--- config.mk ---
export PLATFORM = sky130hd
export DESIGN_NAME = updown_counter
export DESIGN_NICKNAME = d
export VERILOG_FILES = /design/src/rtl/updown_counter.sv
export SDC_FILE = /design/constraint.sdc
export NUM_CORES = 1
export LEC_CHECK = 0
export BUFFER_PORTS_ARGS = -buffer_cell sky130_fd_sc_hd__buf_2
export CORE_AREA = 2 2 39 41
export CTS_BUF_LIST = sky130_fd_sc_hd__clkbuf_4 sky130_fd_sc_hd__clkbuf_8
export CTS_CLUSTER_SIZE = 8
export DETAILED_ROUTE_END_ITERATION = 10
export DIE_AREA = 0 0 41 43
export PLACE_DENSITY = 0.63
export SYNTH_ARGS = -nofsm -noshare
export SYNTH_HDL_FRONTEND = slang
export SYNTH_SLANG_ARGS = --single-unit
--- constraint.sdc ---
create_clock -name clk -period 2.3 [get_ports clk]
set_clock_uncertainty 0.1 [all_clocks]
set_input_delay 0.345 -clock clk [delete_from_list [all_inputs] [get_ports clk]]
set_output_delay 0.345 -clock clk [all_outputs]
set_load 0.05 [all_outputs]
--- src/rtl/updown_counter.sv ---
// updown_counter: parametrised up/down modulo counter with wrap or
// saturate, cascade terminal count and a registered wrap pulse.
// Ports:
//   clk       rising-edge clock
//   rst_n     asynchronous active-low reset (count=RESET_VAL)
//   clr       synchronous clear to 0 (highest priority)
//   load      synchronous load of load_val, clamped to MOD-1
//   load_val  value to load
//   en        count enable
//   up        direction, 1 = increment, 0 = decrement
//   count     registered count, always within 0..MOD-1
//   tc        combinational terminal count for cascading
//   wrapped   registered copy of tc, one cycle late
module updown_counter #(
    parameter int unsigned     WIDTH     = 4,
    parameter longint unsigned MOD       = 16,
    parameter longint unsigned RESET_VAL = MOD - 1,
    parameter bit              SATURATE  = 1'b0
) (
    input  logic             clk,
    input  logic             rst_n,
    input  logic             clr,
    input  logic             load,
    input  logic [WIDTH-1:0] load_val,
    input  logic             en,
    input  logic             up,
    output logic [WIDTH-1:0] count,
    output logic             tc,
    output logic             wrapped
);

    // One extra bit so MOD = 2^WIDTH and clamping compare cleanly.
    localparam logic [WIDTH:0]   MAXV = (WIDTH+1)'(MOD - 1);
    localparam logic [WIDTH:0]   ONE  = (WIDTH+1)'(1);
    localparam logic [WIDTH-1:0] RSTV = WIDTH'(RESET_VAL);

    logic [WIDTH:0] cur;
    logic [WIDTH:0] lv;
    logic [WIDTH:0] inc;
    logic [WIDTH:0] dec;
    logic [WIDTH:0] nxt;
    logic           at_max;
    logic           at_zero;
    logic           term;
    logic           unused_carry;

    assign cur     = {1'b0, count};
    assign lv      = {1'b0, load_val};
    assign inc     = cur + ONE;
    assign dec     = cur - ONE;
    assign at_max  = (cur == MAXV);
    assign at_zero = (cur == '0);
    assign term    = up ? at_max : at_zero;

    // Still raised in saturate mode so a following stage sees
    // the boundary; clr/load override counting and mask it.
    assign tc = en & ~clr & ~load & term;

    always_comb begin
        nxt = cur;
        if (clr) begin
            nxt = '0;
        end else if (load) begin
            nxt = (lv > MAXV) ? MAXV : lv;
        end else if (en) begin
            if (up) begin
                nxt = at_max ? (SATURATE ? MAXV : '0) : inc;
            end else begin
                nxt = at_zero ? (SATURATE ? '0 : MAXV) : dec;
            end
        end
    end

    // nxt never exceeds MAXV, so its top bit is always zero.
    assign unused_carry = nxt[WIDTH];

    always_ff @(posedge clk or negedge rst_n) begin
        if (!rst_n) begin
            count   <= RSTV;
            wrapped <= 1'b0;
        end else begin
            count   <= nxt[WIDTH-1:0];
            wrapped <= tc;
        end
    end

endmodule

* Word level (Yosys, flattened, before mapping)
Cells that the tools add are included.
** Cells by class
- Add/sub/neg operators :: 2
- Magnitude comparators :: 1
- Eq/ne operators :: 1
- Multiplexer cells :: 8
- Bitwise operators :: 5
- Reductions and logical operators :: 2
** Operators with widths (count)
- $mux W4 :: 7
- $logic_not A5 Y1 :: 1
- $add A4 B1 Y4 const B :: 1
- $eq A4 B4 Y1 const B :: 1
- $gt A4 B4 Y1 const B :: 1
- $sub A4 B1 Y4 const B :: 1
- $and A1 B1 Y1 :: 3
- $reduce_bool A3 Y1 :: 1
- $not A1 Y1 :: 2
- $mux W1 :: 1
** Word-level totals
- Register bits :: 5
- Input bits :: 10
- Output and inout bits :: 6
- Word-level logic and storage cells :: 21

* Depth between registers and ports, before layout
- Word-level depth :: 6
- Mapped depth :: 6
- Mapped depth without buffers :: 6

* Worst setup path after synthesis
Ideal clock, no wire load.
- Path type :: register -> output
- From :: reg count[0]
- To :: out tc
- Arrival :: 1883 ps
- Data required time :: 1855 ps
- Setup slack :: -28 ps
- Stages on the path, launching flop included :: 4
- Path buffers :: 0
- Path through :: dfstp_2 ha_1 nand4_1 a21oi_1
** Between the ends
- Cells in the longest elaborated chain, start to end :: 3
- Elaborated cells between the ends (all ways) :: 4
- Those cells by class :: 1 x eq/ne; 1 x mux; 1 x bitwise; 1 x reduce/logical
** Ends and longest elaborated chain
- start: declaration :: line 27 : output logic [WIDTH-1:0] count,
- start signal: assignment :: line 82 : count <= nxt[WIDTH-1:0];
- $eq A4 B4 Y1 / $logic_not A5 Y1 (equally long branches) :: line 51, 52
- $mux W1 * :: line 53 : assign term = up ? at_max : at_zero;
- $and A1 B1 Y1 * :: line 57 : assign tc = en & ~clr & ~load & term;
- end: declaration :: line 28 : output logic tc,
Mark *: on every way between the ends. The rest lies on a longest branch, timed or not.

* Final worst setup path
Same ends and word-level chain as after synthesis.

==> results.cfg <==
[grt]
antenna_found_initial = 0
gr-usage-all-layers_pct = 12.6
grt_max_degree = 9
met3_usage_pct = 4.71
grt_pass1_vias = 353
grt_pass1_wl_um = 1440
grt_use_met1_pct = 15.9
busiest_layer = met2
grt_use_met2_pct = 17.2
grt_overflow = 0

[floorplanning]
io_pins = 16
rows = 14
die_y_um = 43
core_mm2 = 0.00138
start_util_pct = 29.5
dieArea_mm2 = 0.00176
die_x_um = 41

[critical_path]
cpPeakStageDelay_ps = 590
cp_slowest_cell = dfstp_2
worstSetupPathType = register to primary output
startpoint = count[0]
crit_path_start_kind = register
reg2reg_setup_slack_ps = 580
path_max_fanout = 7
cp-end-kind = primary output
crit_chain = ha_1 -> nand4_1 -> a21oi_2 -> buf_2
cp.required_ps = 1860
r2r_start = count[0]
crit_arrival_ps = 1600
reg2regPathDepth = 4
crit_end = tc
reg2reg_to = count[3]

[route]
drc_errors = 0
drt-vias-per-instance = 4.88
vias = 400
finalWirelength_um = 948
first_pass_iters = 4
ant_nets = 0
wl_per_cell_um = 11.6
first_iter_violations = 7

[clocking]
cts_buffers = 3
numClockSinks = 5
insertion_delay_ps = 240
root_buffer = clkbuf_4
cts_tree = done
path_clk_slew_ps = 50
clk_path_buf_depth = 2
htree_levels = 1

[sta]
hold_viol_final = 0
setup_tns_ps = 0
grt_setup_unrepaired = no
slew-limit-headroom_pct = 82.5
setup_ws_ps = 251
fmax_ghz = 0.488
timing.hold.ws_ps = 197
slew_violations = 0
min_period_ps = 2050
finalCritPeriodShare_pct = 89.1
setup_viol = 0
tightest_slew_ps = 261

[min_path]
hp-class = primary input to register

[run]
cap_violations = 0

[logic_synthesis]
synth_edf_count = 0
yosys_warnings = 0
mappedNetlistNets = 61
syn_area_um2 = 408
synth_async_sr_flop_share_pct = 100
synthFlopType = dfstp_2
synth.distinct_cells = 26
synthCells = 48
ys_seq_elements = 5
synth_area_per_cell_um2 = 8.50
ys_seq_area_share_pct = 31.9

[cells_and_area]
area_growth_pct = 32.2
final_cell_mix = buf_2 (15), nand2_1 (5), a21oi_1 (5)
fin_nets = 80
diodes = 0
layout-drive-gt1-share_pct = 40.9
fin_util_pct = 39.0
final_common_cell = buf_2

[outcome]
status = finished, final reports clean

[power_and_ir_drop]
power_density_mw_per_mm2 = 588
p_leak_uw = 0.000257
ir_worst_vdd_mv = 0.219

[placed_design]
io_buffers = 15
post-place-ws_ps = 503
hpwl_um = 741
place.gp.congestion = 0.736
-- critical path, delay by kind of cell (launching register included) --
kind,cells,cell delay [ps]
fa+ha+maj,1,230
simple gates,1,130
buf+inv,1,270
flops,1,590
compound gates,1,140
-- stage by stage --
stage | cells | cell area [um2] | power [uW]
floorplan | 48 | 412 | 177
global placement | 77 | 499 | 202
detailed placement | 77 | 499 | 202
CTS | 82 | 539 | 322
global route | 82 | 539 | 341
finish | 82 | 539 | 317
-- routing by layer --
metal  wire length [um]  part of all wire, %
met5                  0                    0
met4                  6                 0.63
met3                 36                  3.8
met2                452                   48
met1                452                   48
-- power by group --
part | total [uW] | leakage (uW) | switching [uW] | internal (uW)
combinational | 93.3 | 0.000183 | 57.9 | 35.4
clock | 114 | 0.0000184 | 37.0 | 77.4
sequential | 109 | 0.0000556 | 10.2 | 98.9
total | 317 | 0.000257 | 105 | 212
-- timing repair --
action / CTS / global route
hold buffers: 1 / 0
hold endpoints to repair: 1 / 0
endpoints found under the setup margin: 0 / 0
buffers inserted: 0 / 0
resized for setup: 0 / 0
-- synth_stat cells, types with 2 or more instances --
cell | number | area (um2)
inv_1 | 4 | 15.0
nand2_1 | 5 | 18.8
o21ai_0 | 2 | 10.0
ha_1 | 3 | 37.5
nor2_1 | 4 | 15.0
dfstp_2 | 4 | 105
clkbuf_1 | 2 | 7.51
a21oi_1 | 6 | 30.0
-- flip-flops by register name, indices dropped and copies added, names as in the netlist --
| name | cells |
|---|---|
| wrapped | 1 |
| count | 4 |
-- cell families after synthesis --
| family | Yosys count | share of synthesized area [%] |
|---|---|---|
| AOI/OAI and AO/OA | 16 | 28.2 |
| xor gates and xnor gates | 2 | 4.30 |
| adders and majority gates | 3 | 9.20 |
| buffers and inverters | 7 | 6.44 |
| DFF | 5 | 31.9 |
| muxes | 2 | 5.21 |
| and+or+nand+nor | 13 | 14.7 |
-- worst min-delay path by stage --
| stage | start | end | slack [ps] | depth (start not counted) |
|---|---|---|---|---|
| floorplan | rst_n | wrapped | -50 | 0 |
| global placement | rst_n | wrapped | 70 | 1 |
| detailed placement | rst_n | wrapped | 70 | 1 |
| CTS | clr | count[2] | 190 | 2 |
| global route | clr | count[2] | 180 | 2 |
| finish | clr | count[2] | 200 | 2 |
-- area by class of cell --
class | count | area [um2]
Sequential cell | 5 | 130
Inverter | 5 | 18.8
Fill cell | 152 | 845
Multi-Input combinational cell | 36 | 255
Timing Repair Buffer | 16 | 85.1
Clock buffer | 4 | 30.0
Tap cell | 16 | 20.0
(Power assumes the default switching activity.)
